**config.mk**
```make
export PLATFORM = sky130hd
export DESIGN_NAME = control_ram_arb_flat
export DESIGN_NICKNAME = d
export VERILOG_FILES = /design/src/rtl/control_ram_arb_pkg.sv /design/src/rtl/control_ram_arb_if.sv /design/src/rtl/control_ram_arb_rr_arbiter.sv /design/src/rtl/control_ram_arb.sv /design/src/flat_wrapper.sv
export SDC_FILE = /design/constraint.sdc
export NUM_CORES = 2
export LEC_CHECK = 0
export BUFFER_PORTS_ARGS = -buffer_cell sky130_fd_sc_hd__buf_2
export CORE_MARGIN = 10
export CORE_UTILIZATION = 30
export CTS_BUF_LIST = sky130_fd_sc_hd__clkbuf_16
export CTS_CLUSTER_SIZE = 10
export DETAILED_ROUTE_END_ITERATION = 10
export PLACE_DENSITY_LB_ADDON = 0.15
export SLEW_MARGIN = 20
export SYNTH_ARGS = -nofsm -noshare
export SYNTH_HDL_FRONTEND = slang
export SYNTH_SLANG_ARGS = --single-unit
```
**constraint.sdc**
```tcl
create_clock -name clk -period 6.8 [get_ports clk]
set_clock_uncertainty 0.2 [all_clocks]
set_input_delay 0.68 -clock clk [delete_from_list [all_inputs] [get_ports clk]]
set_output_delay 0.68 -clock clk [all_outputs]
set_load 0.02 [all_outputs]
```
**src/rtl/control_ram_arb_pkg.sv**
```systemverilog
// Shared types and width helpers for the arbitrated control RAM.
// Latency: n/a (declarations only).
// Backpressure: n/a.
package control_ram_arb_pkg;

    typedef enum logic {
        OP_READ  = 1'b0,
        OP_WRITE = 1'b1
    } op_e;

    function automatic int be_width(input int data_width);
        return data_width / 8;
    endfunction

    // Array index width; a one-word array still needs a 1-bit index.
    function automatic int idx_width(input int depth);
        return (depth > 1) ? $clog2(depth) : 1;
    endfunction

    function automatic int ptr_width(input int num_ch);
        return (num_ch > 1) ? $clog2(num_ch) : 1;
    endfunction

    // Low bit of channel ch inside a bus that packs w bits per channel.
    function automatic int slice_lo(input int ch, input int w);
        return ch * w;
    endfunction

endpackage

```
**src/rtl/control_ram_arb_if.sv**
```systemverilog
// Request/response bundle between bus masters and the arbitrated RAM.
// Latency: n/a (wires only).
// Backpressure: req_ready per channel, responses have none.
interface control_ram_arb_if #(
    parameter int NUM_CH     = 2,
    parameter int DATA_WIDTH = 8,
    parameter int ADDR_WIDTH = 32
);
    localparam int BE_W = DATA_WIDTH / 8;

    logic [NUM_CH-1:0]            req_valid;
    logic [NUM_CH-1:0]            req_ready;
    logic [NUM_CH-1:0]            req_write;
    logic [NUM_CH*ADDR_WIDTH-1:0] req_addr;
    logic [NUM_CH*DATA_WIDTH-1:0] req_wdata;
    logic [NUM_CH*BE_W-1:0]       req_be;
    logic [NUM_CH-1:0]            rsp_valid;
    logic [DATA_WIDTH-1:0]        rsp_data;
    logic                         rsp_err;
    logic                         wr_err;

    modport master (
        output req_valid, req_write, req_addr, req_wdata, req_be,
        input  req_ready, rsp_valid, rsp_data, rsp_err, wr_err
    );

    modport slave (
        input  req_valid, req_write, req_addr, req_wdata, req_be,
        output req_ready, rsp_valid, rsp_data, rsp_err, wr_err
    );

endinterface

```
**src/rtl/control_ram_arb_rr_arbiter.sv**
```systemverilog
// Round-robin arbiter: one-hot grant to the first requester at or after the pointer.
// Latency: grant is combinational; pointer advances on the edge after a grant.
// Backpressure: a request simply waits until it is granted.
module rr_arbiter
    import control_ram_arb_pkg::*;
#(
    parameter int NUM_CH = 2
) (
    input  logic              clk,
    input  logic              rst,
    input  logic [NUM_CH-1:0] req,
    output logic [NUM_CH-1:0] gnt
);
    localparam int PW = ptr_width(NUM_CH);

    logic [PW-1:0] ptr_q;
    logic [PW-1:0] ptr_nxt;
    logic [PW-1:0] cand;
    logic          found;

    function automatic int wrap(input int p, input int i);
        return (p + i) % NUM_CH;
    endfunction

    always_comb begin
        gnt     = '0;
        found   = 1'b0;
        cand    = '0;
        ptr_nxt = ptr_q;
        for (int i = 0; i < NUM_CH; i++) begin
            cand = PW'(wrap(int'(ptr_q), i));
            if (!found && req[cand]) begin
                found     = 1'b1;
                gnt[cand] = 1'b1;
                ptr_nxt   = (int'(cand) == NUM_CH - 1) ? '0 : cand + 1'b1;
            end
        end
    end

    // Every grant is a transfer (ready only goes to a valid channel).
    always_ff @(posedge clk or posedge rst) begin
        if (rst) begin
            ptr_q <= '0;
        end else begin
            ptr_q <= ptr_nxt;
        end
    end

endmodule

```
**src/rtl/control_ram_arb.sv**
```systemverilog
// Multi-channel single-port RAM with round-robin access and byte-enabled writes.
// Latency: writes land at the grant edge; read data is registered, valid the cycle after grant.
// Backpressure: per-channel req_ready from the arbiter; responses are unthrottled pulses.
module control_ram_arb
    import control_ram_arb_pkg::*;
#(
    parameter int DATA_WIDTH = 8,
    parameter int ADDR_WIDTH = 32,
    parameter int DEPTH      = 256,
    parameter int NUM_CH     = 2
) (
    input  logic                 clk,
    input  logic                 reset,
    control_ram_arb_if.slave     bus
);
    localparam int BE_W  = be_width(DATA_WIDTH);
    localparam int IDX_W = idx_width(DEPTH);
    // One extra bit so DEPTH == 2**ADDR_WIDTH still compares correctly.
    localparam logic [ADDR_WIDTH:0] DEPTH_LIM = (ADDR_WIDTH + 1)'(DEPTH);

    typedef struct packed {
        op_e                   op;
        logic [ADDR_WIDTH-1:0] addr;
        logic [DATA_WIDTH-1:0] wdata;
        logic [BE_W-1:0]       be;
    } req_t;

    req_t                  req [NUM_CH];
    req_t                  sel;
    logic [NUM_CH-1:0]     gnt;
    logic                  fire;
    logic                  in_range;
    logic [IDX_W-1:0]      idx;

    logic [DATA_WIDTH-1:0] mem [DEPTH];

    logic [NUM_CH-1:0]     rsp_valid_q;
    logic [DATA_WIDTH-1:0] rsp_data_q;
    logic                  rsp_err_q;
    logic                  wr_err_q;

    always_comb begin
        for (int c = 0; c < NUM_CH; c++) begin
            req[c].op    = op_e'(bus.req_write[c]);
            req[c].addr  = bus.req_addr[slice_lo(c, ADDR_WIDTH) +: ADDR_WIDTH];
            req[c].wdata = bus.req_wdata[slice_lo(c, DATA_WIDTH) +: DATA_WIDTH];
            req[c].be    = bus.req_be[slice_lo(c, BE_W) +: BE_W];
        end
    end

    rr_arbiter #(
        .NUM_CH (NUM_CH)
    ) u_arb (
        .clk (clk),
        .rst (reset),
        .req (bus.req_valid),
        .gnt (gnt)
    );

    assign bus.req_ready = gnt;
    assign fire          = |gnt;

    // Grant is one-hot, so an OR-style mux picks exactly one payload.
    always_comb begin
        sel = '0;
        for (int c = 0; c < NUM_CH; c++) begin
            if (gnt[c]) begin
                sel = req[c];
            end
        end
    end

    assign in_range = ({1'b0, sel.addr} < DEPTH_LIM);
    assign idx      = sel.addr[IDX_W-1:0];

    always_ff @(posedge clk) begin
        if (fire && sel.op == OP_WRITE && in_range) begin
            for (int b = 0; b < BE_W; b++) begin
                if (sel.be[b]) begin
                    mem[idx][b*8 +: 8] <= sel.wdata[b*8 +: 8];
                end
            end
        end
    end

    always_ff @(posedge clk or posedge reset) begin
        if (reset) begin
            rsp_valid_q <= '0;
            rsp_data_q  <= '0;
            rsp_err_q   <= 1'b0;
            wr_err_q    <= 1'b0;
        end else begin
            rsp_valid_q <= (fire && sel.op == OP_READ) ? gnt : '0;
            rsp_err_q   <= fire && sel.op == OP_READ && !in_range;
            wr_err_q    <= fire && sel.op == OP_WRITE && !in_range;
            // Data holds across idle and write cycles.
            if (fire && sel.op == OP_READ) begin
                rsp_data_q <= in_range ? mem[idx] : '0;
            end
        end
    end

    assign bus.rsp_valid = rsp_valid_q;
    assign bus.rsp_data  = rsp_data_q;
    assign bus.rsp_err   = rsp_err_q;
    assign bus.wr_err    = wr_err_q;

endmodule

```
**src/flat_wrapper.sv**
```systemverilog
// flat-port wrapper written by rule: the top's interface ports become plain ports
module control_ram_arb_flat import control_ram_arb_pkg::*;
#(
    parameter int DATA_WIDTH = 8,
    parameter int ADDR_WIDTH = 32,
    parameter int DEPTH      = 256,
    parameter int NUM_CH     = 2
)
  (clk, reset, bus_req_valid, bus_req_write, bus_req_addr, bus_req_wdata, bus_req_be, bus_req_ready, bus_rsp_valid, bus_rsp_data, bus_rsp_err, bus_wr_err);
  control_ram_arb_if #(.NUM_CH(NUM_CH), .DATA_WIDTH(DATA_WIDTH), .ADDR_WIDTH(ADDR_WIDTH)) bus_i ();
  input  logic clk;
  input  logic reset;
  input wire logic [$bits(bus_i.req_valid)-1:0] bus_req_valid;
  input wire logic [$bits(bus_i.req_write)-1:0] bus_req_write;
  input wire logic [$bits(bus_i.req_addr)-1:0] bus_req_addr;
  input wire logic [$bits(bus_i.req_wdata)-1:0] bus_req_wdata;
  input wire logic [$bits(bus_i.req_be)-1:0] bus_req_be;
  output wire logic [$bits(bus_i.req_ready)-1:0] bus_req_ready;
  output wire logic [$bits(bus_i.rsp_valid)-1:0] bus_rsp_valid;
  output wire logic [$bits(bus_i.rsp_data)-1:0] bus_rsp_data;
  output wire logic [$bits(bus_i.rsp_err)-1:0] bus_rsp_err;
  output wire logic [$bits(bus_i.wr_err)-1:0] bus_wr_err;
  assign bus_i.req_valid = bus_req_valid;
  assign bus_i.req_write = bus_req_write;
  assign bus_i.req_addr = bus_req_addr;
  assign bus_i.req_wdata = bus_req_wdata;
  assign bus_i.req_be = bus_req_be;
  assign bus_req_ready = bus_i.req_ready;
  assign bus_rsp_valid = bus_i.rsp_valid;
  assign bus_rsp_data = bus_i.rsp_data;
  assign bus_rsp_err = bus_i.rsp_err;
  assign bus_wr_err = bus_i.wr_err;
  control_ram_arb #(.DATA_WIDTH(DATA_WIDTH), .ADDR_WIDTH(ADDR_WIDTH), .DEPTH(DEPTH), .NUM_CH(NUM_CH)) u_core (.clk(clk), .reset(reset), .bus(bus_i));
endmodule
```
==> impl_metrics.tcl <==
set metrics [dict create \
    grt_pass1_wl_um 457000 \
    p_int_mw 21.3 \
    drive_gt1_frac 0.118 \
    io_buffers 101 \
    final_nets 6650 \
    outcome "completed" \
    drc 0 \
    num_rows 193 \
    overflow 0 \
    tns_ns 0 \
    cp.required_ns 7.45 \
    leakage_nw 32.6 \
    wl_per_cell_um 32.2 \
    worstPathArrival_ns 6.75 \
    p_sw_frac 0.266 \
    cpPeakStageDelay_ns 1.00 \
    grt_pass1_vias 53600 \
    cts_tree "built" \
    slowest_stage "a22o_4" \
    maxSlewViolCount 0 \
    end_kind "flip-flop" \
    reg2reg_to "u_core.bus.rsp_data[7]" \
    synth_top_area_frac 0.739 \
    worstMarginPinSlew_ns 1.29 \
    fmaxAchievable_mhz 164 \
    synth_common_cells "2048 x edfxtp_1, 1723 x nand2_1, 677 x nand3_1" \
    critPathKind "input pin to flip-flop" \
    path_max_fanout 52 \
    crit_path_frequent_cell "buf_4" \
    syn_area_per_cell_um2 13.2 \
    clk_path_buf_depth 4 \
    setup_violations 0 \
    r2r_cells 13 \
    ant_nets 0 \
    power_density_nw_per_um2 301 \
    syn_nets 6376 \
    routabilityCongestion 0.908 \
    power_frac_seq 0.492 \
    grt_max_degree 165 \
    hold_depth 2 \
    syn_area_um2 83200 \
    slew_headroom 0.116 \
    hold_class "input pin to flip-flop" \
    die_x_um 547 \
    yosysWarnings 0 \
    power_frac_clock 0.391 \
    cts_buffers 239 \
    viasPerCell 5.40 \
    reg2reg_slack_ns 0.75 \
    ys_top_cells_by_area "edfxtp_1 74%, nand2_1 7.8%, nand3_1 4.1%" \
    synth_most_common_cell "edfxtp_1" \
    track_usage 0.213 \
    min_from "bus_req_valid[1]" \
    post-route-min-period_ns 6.10 \
    synth_edf_count 2048 \
    clk_pin_slew_ns 0.06 \
    routed_wl_um 333000 \
    core_area_um2 276000 \
    cts_sinks 2061 \
    critical_path_cell_count 15 \
    ctsHtreeMaxLevel 4 \
    power.share.combinational 0.117 \
    crit_family "compound AO/OA/AOI/OAI gates" \
    crit-reg2reg-launch "u_core.u_arb.ptr_q" \
    yosys.area.top_type "edfxtp_1" \
    synth_seq_cells 2061 \
    hold_path_end "u_core.u_arb.ptr_q" \
    rsz0062_at_grt "false" \
    timing.final.crit_share 0.897 \
    ys_async_sr_fraction 0.00631 \
    finalHoldViolations 0 \
    worstPathCellList "dlygate4sd3_1 -> buf_2 -> a21boi_4 -> a22o_4 -> buf_12 -> buf_4 -> nand2_1 -> nand3_1 -> a21oi_1 -> buf_4 -> o21ai_0 -> o41ai_1 -> nor4_1 -> buf_4 -> a31o_1" \
    synth_cell_types 76 \
    area_delta_synth_final_pct 15.7 \
    postPlaceCellArea_um2 89800 \
    maxCapViolCount 0 \
    clk_latency_ns 0.93 \
    root_buffer "clkbuf_16" \
    antenna_found_initial 26 \
    crit_path_start_kind "input pin" \
    synth_cells 6288 \
    dpl.hpwl_um 209000 \
    die_y_um 547 \
    pin_count 102 \
    fp.dieArea_um2 299000 \
    via_count 55900 \
    irDropWorstVdd_mv 0.240 \
    post_cts_buffers 0 \
    first_iter_violations 6601 \
    crit_buf_inv 6 \
    synthFlopType "edfxtp_1" \
    start_util 0.301 \
    ys_seq_area_frac 0.743 \
    first_pass_iters 6 \
    power.switching_mw 7.71 \
    design_area_um2 96300 \
]
## kinds of logic after synthesis
group / after synthesis / share of synthesized area
muxes: 245 / 0.0296
AOI/OAI and AO/OA: 594 / 0.0500
buffers and inverters: 447 / 0.0274
and+or+nand+nor: 2941 / 0.150
DFF: 2061 / 0.743
## routing by layer
metal  part of all wire  GRT usage  vias up
met5            0.00023          0        -
met4              0.044     0.0812       12
met3              0.081     0.0409      578
met2               0.45      0.330     2611
met1               0.43      0.297    29000
li1                   -          -    23700
## worst max path at each step
stage	end	slack, ns	startpoint
3_5_place_dp	u_core.bus.rsp_data[7]	0.32	bus_req_valid[1]
2_1_floorplan	u_core.mem[0][0]	0.41	bus_req_valid[1]
4_1_cts	u_core.bus.rsp_data[7]	0.91	bus_req_valid[0]
5_1_grt	u_core.bus.rsp_data[7]	0.87	bus_req_valid[0]
3_3_place_gp	u_core.bus.rsp_data[7]	0.41	bus_req_valid[1]
6_report	u_core.bus.rsp_data[7]	0.70	bus_req_valid[0]
## power groups by stage
| stage | sequential, mW | clock (mW) | combinational, mW |
|---|---|---|---|
| detailed placement | 14.5 | 0 | 3.36 |
| global route | 14.2 | 12.0 | 3.52 |
| CTS | 14.2 | 11.5 | 3.37 |
| floorplan | 14.6 | 0 | 1.59 |
| finish | 14.2 | 11.3 | 3.39 |
| global placement | 14.5 | 0 | 3.36 |
## timing repair
item / 4_1_cts / 5_1_grt
resized for setup: 0 / 0
hold buffers: 6 / 0
hold endpoints to repair: 19 / 0
## state kept, by name, indices dropped and copies added (netlist names)
| signal | flops |
|---|---|
| u_core.u_arb.ptr_q | 1 |
| u_core.bus.rsp_valid | 2 |
| u_core.mem | 2048 |
| u_core.bus.wr_err | 1 |
| u_core.bus.rsp_data | 8 |
| u_core.bus.rsp_err | 1 |
## through the flow
stage               std cells  power (mW)   util  worst slack (ns)  hold slack (ns)
floorplan                6288        16.2      -             0.411            0.323
global placement        10000        17.9  0.325             0.409            0.346
finish                  10300        29.0  0.349             0.701           0.0926
global route            10300        29.7  0.349             0.866           0.0803
detailed placement      10000        17.9  0.325             0.324            0.349
CTS                     10300        29.1  0.349             0.910           0.0300
## placed cells by master (no fill, tap or decap), types with 21 or more instances in the layout
master / count
buf_12: 47
mux2i_1: 236
a311oi_1: 37
a21oi_1: 145
a211oi_1: 46
a221oi_1: 21
nand2_1: 1718
nor3_1: 32
nand4_1: 57
a31oi_1: 99
nand3_1: 676
edfxtp_1: 2048
buf_2: 101
and3_1: 77
buf_4: 308
o21ai_0: 30
clkbuf_16: 240
nor4_1: 35
nor2_1: 279
o22ai_1: 45
inv_1: 66
## final cells by class
cell class / count / area (µm²)
Antenna cell: 4 / 10.0
Clock buffer: 240 / 6010
Clock inverter: 75 / 457
Sequential cell: 2061 / 61800
Fill cell: 26900 / 180000
Tap cell: 3705 / 4640
Inverter: 16 / 60.1
Timing Repair Buffer: 464 / 3860
Multi-Input combinational cell: 3780 / 19500
Power figures use the tool's default switching activity.
